`config.mk`:
```
export PLATFORM = sky130hd
export DESIGN_NAME = ultrasonido_scheduler
export DESIGN_NICKNAME = d
export VERILOG_FILES = /design/src/rtl/ultrasonido_scheduler.sv
export SDC_FILE = /design/constraint.sdc
export NUM_CORES = 1
export LEC_CHECK = 0
export CAP_MARGIN = 20
export CORE_MARGIN = 5
export CORE_UTILIZATION = 50
export DETAILED_ROUTE_END_ITERATION = 10
export PLACE_DENSITY = 0.76
export SLEW_MARGIN = 20
export SYNTH_ARGS = -nofsm -noshare
export SYNTH_HDL_FRONTEND = slang
export SYNTH_SLANG_ARGS = --single-unit
```
`constraint.sdc`:
```
create_clock -name clk -period 2.1 [get_ports clk]
set_input_delay 0.315 -clock clk [delete_from_list [all_inputs] [get_ports clk]]
set_output_delay 0.315 -clock clk [all_outputs]
set_load 0.03 [all_outputs]
```
`src/rtl/ultrasonido_scheduler.sv`:
```
// Round-robin ranging scheduler for N HC-SR04 style sensors: one ping in flight at a time,
// trigger -> echo wait -> echo width measurement -> publish -> guard interval.
module ultrasonido_scheduler #(
    parameter int N_SENS       = 4,
    parameter int CNT_W        = 22,
    parameter int TRIG_CYCLES  = 500,
    parameter int TIMEOUT      = 900000,
    parameter int GUARD_CYCLES = 100000,
    parameter int THRESH       = 346000
) (
    input  logic              clk,
    input  logic              reset,
    input  logic              scan_en,
    input  logic              start,
    input  logic [N_SENS-1:0] sens_mask,
    input  logic [N_SENS-1:0] echo,
    output logic [N_SENS-1:0] trigger,
    output logic              busy,
    output logic              meas_valid,
    output logic [2:0]        meas_id,
    output logic [CNT_W-1:0]  meas_count,
    output logic              meas_timeout,
    output logic [N_SENS-1:0] near
);

    typedef enum logic [2:0] {
        IDLE, SELECT, TRIG, WAIT_ECHO, MEASURE, PUBLISH, GUARD
    } state_t;

    localparam logic [CNT_W-1:0] TRIG_LAST    = CNT_W'(TRIG_CYCLES - 1);
    localparam logic [CNT_W-1:0] TIMEOUT_LAST = CNT_W'(TIMEOUT - 1);
    localparam logic [CNT_W-1:0] GUARD_LAST   = CNT_W'(GUARD_CYCLES - 1);
    localparam logic [CNT_W-1:0] THRESH_CNT   = CNT_W'(THRESH);
    localparam logic [2:0]       LAST_SENS    = 3'(N_SENS - 1);

    state_t            state, next_state;
    logic [N_SENS-1:0] echo_meta, echo_sync;
    logic [CNT_W-1:0]  counter;
    logic [2:0]        cur_id, last_id, sel_id, trig_id;
    logic              sel_found, echo_cur;

    function automatic logic [CNT_W-1:0] sat_inc(input logic [CNT_W-1:0] v);
        return (&v) ? v : v + CNT_W'(1);
    endfunction

    assign busy       = (state != IDLE);
    assign meas_valid = (state == PUBLISH);
    assign trig_id    = (state == SELECT) ? sel_id : cur_id;

    always_comb begin
        echo_cur = 1'b0;
        for (int i = 0; i < N_SENS; i++)
            if (cur_id == 3'(i)) echo_cur = echo_sync[i];
    end

    // Circular search starting just after the last served sensor; last_id+k never exceeds 2*N_SENS-1.
    always_comb begin
        sel_found = 1'b0;
        sel_id    = '0;
        for (int k = 1; k <= N_SENS; k++) begin
            for (int i = 0; i < N_SENS; i++) begin
                if (!sel_found && sens_mask[i] &&
                    ((int'(last_id) + k == i) || (int'(last_id) + k == i + N_SENS))) begin
                    sel_found = 1'b1;
                    sel_id    = 3'(i);
                end
            end
        end
    end

    always_ff @(posedge clk) begin
        if (reset) state <= IDLE;
        else       state <= next_state;
    end

    always_comb begin
        next_state = state;
        case (state)
            IDLE:      if (scan_en || start) next_state = SELECT;
            SELECT:    next_state = sel_found ? TRIG : IDLE;
            TRIG:      if (counter == TRIG_LAST) next_state = WAIT_ECHO;
            WAIT_ECHO: begin
                if (echo_cur)                     next_state = MEASURE;
                else if (counter == TIMEOUT_LAST) next_state = PUBLISH;
            end
            MEASURE:   if (!echo_cur || counter == TIMEOUT_LAST) next_state = PUBLISH;
            PUBLISH:   next_state = GUARD;
            GUARD:     if (counter == GUARD_LAST) next_state = scan_en ? SELECT : IDLE;
            default:   next_state = IDLE;
        endcase
    end

    // The rise-detect cycle spent in WAIT_ECHO belongs to the pulse, hence the +1 on the falling edge.
    always_ff @(posedge clk) begin
        if (reset) begin
            echo_meta    <= '0;
            echo_sync    <= '0;
            trigger      <= '0;
            counter      <= '0;
            cur_id       <= '0;
            last_id      <= LAST_SENS;
            meas_id      <= '0;
            meas_count   <= '0;
            meas_timeout <= 1'b0;
            near         <= '0;
        end else begin
            echo_meta <= echo;
            echo_sync <= echo_meta;
            for (int i = 0; i < N_SENS; i++)
                trigger[i] <= (next_state == TRIG) && (trig_id == 3'(i));
            case (state)
                SELECT: begin
                    counter <= '0;
                    if (sel_found) begin
                        cur_id  <= sel_id;
                        last_id <= sel_id;
                    end
                end
                TRIG: counter <= (counter == TRIG_LAST) ? '0 : sat_inc(counter);
                WAIT_ECHO: begin
                    if (echo_cur) begin
                        counter <= '0;
                    end else if (counter == TIMEOUT_LAST) begin
                        meas_id      <= cur_id;
                        meas_count   <= '0;
                        meas_timeout <= 1'b1;
                    end else begin
                        counter <= sat_inc(counter);
                    end
                end
                MEASURE: begin
                    if (!echo_cur) begin
                        meas_id      <= cur_id;
                        meas_count   <= sat_inc(counter);
                        meas_timeout <= 1'b0;
                    end else if (counter == TIMEOUT_LAST) begin
                        meas_id      <= cur_id;
                        meas_count   <= '0;
                        meas_timeout <= 1'b1;
                    end else begin
                        counter <= sat_inc(counter);
                    end
                end
                PUBLISH: begin
                    counter <= '0;
                    for (int i = 0; i < N_SENS; i++)
                        if (cur_id == 3'(i)) near[i] <= !meas_timeout && (meas_count < THRESH_CNT);
                end
                GUARD: if (counter != GUARD_LAST) counter <= sat_inc(counter);
                default: ;
            endcase
        end
    end

endmodule
```
=== Word-level counts from Yosys, hierarchy flattened ===
Cells that the tools add are included.

* Add/subtract/negate cells: 5
* Order comparisons: 1
* Eq/ne operators: 48
* Multiplexer cells: 64
* Reduce and logical (&&, ||, !) cells: 90

{| class="wikitable"
|+ Operator list
! cell !! count
|-
| 32-bit by 4-bit == test with 1-bit output (second input constant) || 12
|-
| 32-bit by 3-bit == test with 1-bit output (second input constant) || 8
|-
| 22-bit two-way mux || 9
|-
| 32-bit by 2-bit == test with 1-bit output (second input constant) || 4
|-
| 32-bit logical NOT || 4
|-
| 22-bit one-hot mux with 5 select lines || 1
|-
| 3-bit two-way mux || 24
|-
| 22-bit one-hot mux with 2 select lines || 1
|-
| 1-bit logical AND || 36
|-
| 1-bit two-way mux || 25
|-
| 22-bit by 1-bit adder with 22-bit output (second input constant) || 1
|-
| 22-bit by 17-bit == test with 1-bit output (second input constant) || 1
|-
| 22-bit by 20-bit == test with 1-bit output (second input constant) || 1
|-
| 22-bit by 9-bit == test with 1-bit output (second input constant) || 1
|-
| 22-bit by 19-bit < comparator with 1-bit output (second input constant) || 1
|-
| 22-bit by 17-bit inequality test with 1-bit output (second input constant) || 1
|-
| 22-bit AND reduction || 1
|-
| 3-bit by 2-bit == test with 1-bit output (second input constant) || 7
|-
| 3-bit one-hot mux with 7 select lines || 1
|-
| 1-bit logical OR || 18
|-
| 1-bit logical NOT || 17
|-
| 4-bit by 3-bit == test with 1-bit output (second input constant) || 4
|-
| 2-bit AND reduction || 6
|-
| 3-bit by 1-bit == test with 1-bit output (second input constant) || 3
|-
| other kinds (14) || 21
|}

* Register bits: 73
* Logic and storage cells: 222

=== Longest topological paths before layout ===
Gate-level depths: netlist of the first run.

* Depth after elaboration: 69
* Mapped depth: 8

=== Worst setup path before layout of the first run ===
OpenSTA, ideal clock, no wires.

* Path kind: reg-to-reg
* Start point: reg counter[0]
* End point: reg counter[13]
* Arrival time: 2.192 ns
* Required time: 1.973 ns
* Setup slack: -0.219 ns
* Stages on the path, launching flop included: 9
* Path buffers: 1
* Cells stage by stage: dfxtp_1 > ha_1 > nand3_1 > or4_4 > o31a_1 > nand4bb_1 > buf_4 > o21bai_1 > o211ai_2

* Longest elaborated chain between the ends: 5

{| class="wikitable"
|+ Ends and longest elaborated chain
! what !! line !! RTL
|-
| start: declaration || 38 || <nowiki>logic [CNT_W-1:0] counter;</nowiki>
|-
| start signal: assignment || 119 || <nowiki>TRIG: counter <= (counter == TRIG_LAST) ? '0 : sat_inc(counter);</nowiki>
|-
| start signal: assignment || 128 || <nowiki>counter <= sat_inc(counter);</nowiki>
|-
| start signal: assignment || 141 || <nowiki>counter <= sat_inc(counter);</nowiki>
|-
| 22-bit by 1-bit adder with 22-bit output or 22-bit AND reduction (tied branches) || 43 || <nowiki>return (&v) ? v : v + CNT_W'(1);</nowiki>
|-
| 22-bit two-way mux || 43 ||
|-
| 22-bit two-way mux || 123, 136 ||
|-
| 22-bit two-way mux (on tied branches) || 132, 121 ||
|-
| 22-bit one-hot mux with 5 select lines || 111 || <nowiki>case (state)</nowiki>
|}

Parallel ways exist; a longest one is shown, timed or not. The select of a mux whose other input is x is not followed.
A chain may end at the register's enable or synchronous reset.

=== Worst setup path after layout of the first run ===
* Start point: reg cur_id[0]
* End point: reg counter[1]

* Longest elaborated chain between the ends: 7

{| class="wikitable"
|+ Ends and longest elaborated chain
! what !! line !! RTL
|-
| start: declaration || 39 || <nowiki>logic [2:0] cur_id, last_id, sel_id, trig_id;</nowiki>
|-
| start signal: assignment || 115 || <nowiki>cur_id <= sel_id;</nowiki>
|-
| 3-bit logical NOT || 53 || <nowiki>if (cur_id == 3'(i)) echo_cur = echo_sync[i];</nowiki>
|-
| 1-bit two-way mux (3 in a row) || 53 ||
|-
| 1-bit two-way mux * || 53 ||
|-
| 22-bit two-way mux or 2-bit inequality test (tied branches) || -- ||
|-
| 22-bit one-hot mux with 5 select lines or 3-bit AND reduction (tied branches) || -- ||
|}

Every way passes the cells marked *; elsewhere a longest branch is shown, timed or not.

==> results.py, run 1 <==
metrics = {
    "run_status": {
        "status": "finished, violations left",
        "violations": "setup timing",
    },
    "job": {
        "cap_violations": 0,
    },
    "sta": {
        "fin_crit_ps": 2240,
        "hold_viol": 0,
        "holdWs_ps": 174,
        "tightest_slew_ps": 711,
        "fin_ws_ps": -145,
        "finalCritPeriodShare_pct": 107,
        "setup_viol": 23,
        "max_freq_mhz": 445,
        "rsz0062_at_grt": "true",
        "finalMaxSlewViolations": 0,
        "relSlewSlack_pct": 52.5,
        "skew_ps": 7.55,
    },
    "finish": {
        "fin_cells": 664,
        "synthToLayoutAreaGrowth_pct": 44.2,
        "fillerInstances": 557,
        "nNetsFinal": 573,
        "drive_gt1_share_pct": 28.7,
        "antennaDiodeCount": 0,
        "post-route-util_pct": 73.2,
    },
    "power_and_ir_drop": {
        "p_int_uw": 2310,
        "finalPower_uw": 3280,
        "ir_drop_mv": 0.501,
        "p_switching_uw": 969,
        "p_clk_share_pct": 32.6,
        "p_leak_uw": 0.00203,
        "power_density_nw_per_um2": 627,
        "seq_power_share_pct": 43.7,
        "p_sw_share_pct": 29.6,
        "power_frac_comb_pct": 23.7,
    },
    "drt": {
        "drc_errors": 0,
        "dr.pass1.iters": 6,
        "first_iter_violations": 219,
        "antenna_left": 0,
        "wirelength_um": 11900,
        "wl_per_cell_um": 18.0,
        "vias_per_cell": 5.87,
        "num_vias": 3898,
    },
    "setup_path": {
        "arrival_ps": 2510,
        "max_stage_delay_ps": 580,
        "timing.rr.start": "cur_id[0]",
        "critPathBufInv": 0,
        "r2r_cells": 5,
        "criticalPathCategory": "reg -> reg",
        "startpoint_type": "register",
        "critPathSlowestCell": "mux4_2",
        "r2r_end": "counter[1]",
        "cp.depth": 5,
        "crit_required_ps": 2370,
        "r2r_slack_ps": -140,
        "cp-end-kind": "register",
        "crit_path_start": "cur_id[0]",
        "crit_family": "compound AO/OA/AOI/OAI gates",
        "path_cells": "mux4_2 > o31a_1 > o21a_1 > or4_1 > a21oi_1",
        "endpoint": "counter[1]",
        "worst-path-max-fanout": 4,
    },
    "logic_synthesis": {
        "synth_area_leader_cell": "dfxtp_1",
        "synth_area_um2": 3620,
        "synth_nets": 452,
        "synth-warning-count": 0,
        "post-synth-top-area-fraction_pct": 39.2,
        "synth_common_cells": "71 x dfxtp_1, 46 x nand2_1, 41 x nor2_1",
        "syn_avg_cell_area_um2": 8.25,
        "synthTopCellsByArea": "dfxtp_1 39%, nand2_1 4.8%, nor2_1 4.2%",
        "yosysMostFrequentCell": "dfxtp_1",
        "synth_edf_count": 0,
        "synth_async_sr_flop_share_pct": 0,
        "ys_types": 61,
        "ys.flop_type": "dfxtp_1",
        "synth_seq_cells": 71,
        "syn_inst": 439,
        "yosysSeqAreaShare_pct": 39.2,
    },
    "clock_tree": {
        "cts_tree": "done",
        "clock_path_buffers": 2,
        "insertion_delay_ps": 350,
        "h-tree-depth": 3,
        "clk_pin_slew_ps": 70,
        "cts_buffers": 9,
        "root_buffer": "clkbuf_8",
        "clkSinkCount": 71,
    },
    "global_route": {
        "grt_usage_pct": 26.9,
        "grt_max_degree": 29,
        "antenna_found_initial": 0,
        "grt_pass1_vias": 3845,
        "gr-total-overflow": 0,
        "grt_pass1_wl_um": 18600,
    },
    "die": {
        "num_rows": 31,
        "die_y_um": 95.1,
        "coreArea_um2": 7140,
        "die_area_um2": 9050,
        "die_w_um": 95.1,
        "boundaryPins": 48,
        "initial_utilization_pct": 50.8,
    },
    "place": {
        "hpwlAfterDp_um": 8310,
        "portBuffers": 47,
        "dp_cells": 639,
        "finalWeightedCongestion": 0.994,
    },
    "min_path": {
        "hold_path_class": "in -> reg",
    },
}
[kinds of logic (layout without fill, tap and decap cells)]
kind of cell             count (synthesis)  count (layout)  share of synthesized area [%]
multiplexers                             5               5                           1.73
flip-flops                              71              71                           39.2
XOR/XNOR                                14              14                           3.39
AND/OR/NAND/NOR                        195             195                           28.5
AO/OA/AOI/OAI                          118             118                           22.3
buffers and inverters                   35             161                           4.49
adder cells (fa/ha/maj)                  1               1                          0.345
[per-stage QoR]
step                setup TNS, ps  setup WS [ps]  instance area (um2)
finish                      -1500           -145                 5220
detailed placement          -2440           -143                 4770
floorplan                    -933          -68.8                 3690
global route                -4420           -207                 5220
CTS                         -1970           -106                 5130
global placement            -1240          -98.7                 4770
[routing by layer]
layer  vias to the layer above  global-route usage [%]  part of all wire [%]
met2                       200                    46.1                    48
met1                      1803                    29.7                    38
met3                        60                    7.10                   7.7
met4                         0                    16.2                   5.6
li1                       1835                       -                     -
met5                         -                       0                     0
[state kept, by name, summed over array words and instances, names as in the netlist]
register      count
meas_timeout      1
cur_id            2
echo_sync         4
near              4
meas_id           3
meas_count       22
trigger           4
echo_meta         4
state             3
last_id           2
counter          22
[worst reg2reg max path, delay by kind of cell (launching register included)]
family          cells  cell delay [ps]
flops               1              340
compound gates      3              740
simple gates        1              500
mux                 1              580
[cell type report]
type | instances | area, um2 | area share (%)
well taps | 99 | 124 | 2.37
inverters | 10 | 37.5 | 0.719
multi-input cells | 333 | 2270 | 43.4
flip-flops and latches | 71 | 1430 | 27.4
clock inverters | 6 | 61.3 | 1.17
repair buffers | 135 | 1170 | 22.5
clock buffers | 10 | 128 | 2.44
[how the worst min path moves through the flow]
| stage | depth (start not counted) | end | from | slack, ps |
|---|---|---|---|---|
| after floorplan | 1 | echo_sync[0] | echo_meta[0] | 410 |
| after global placement | 1 | echo_sync[1] | echo_meta[1] | 420 |
| after detailed placement | 1 | echo_sync[3] | echo_meta[3] | 420 |
| after CTS | 2 | state[2] | reset | 170 |
| after global routing | 2 | state[2] | reset | 180 |
| final | 2 | state[2] | reset | 170 |
[power groups by stage]
stage	sequential, uW	combinational [uW]	clock, uW
2_1_floorplan	1460	358	0
3_3_place_gp	1460	628	0
3_5_place_dp	1460	644	0
4_1_cts	1430	732	1080
5_1_grt	1440	818	1140
6_report	1430	778	1070
[cells in the final DEF, fill, tap and decap left out, types with 10 or more instances in the layout]
| cell type | n |
|---|---|
| a21oi_1 | 22 |
| buf_4 | 80 |
| clkdlybuf4s50_1 | 44 |
| dfxtp_1 | 64 |
| inv_1 | 10 |
| nand2_1 | 43 |
| nor2_1 | 38 |
| nor2b_1 | 14 |
| nor3_1 | 14 |
| o21ai_0 | 15 |
| o21ai_1 | 11 |
[timing repair]
item                       in CTS  in global routing
pin swaps                       4                 10
hold buffers                    0                  0
setup endpoints to repair      35                 53
cloned                          1                  0
gates resized for setup        15                 33
setup buffers                   7                  3
Power figures use the tool's default switching activity.
==> run 2, diff against run 1 <==
- SLEW_MARGIN: 20 -> unset
==> results of run 2 <==
The final DEF is identical to that of run 1; final timing and power are the same.
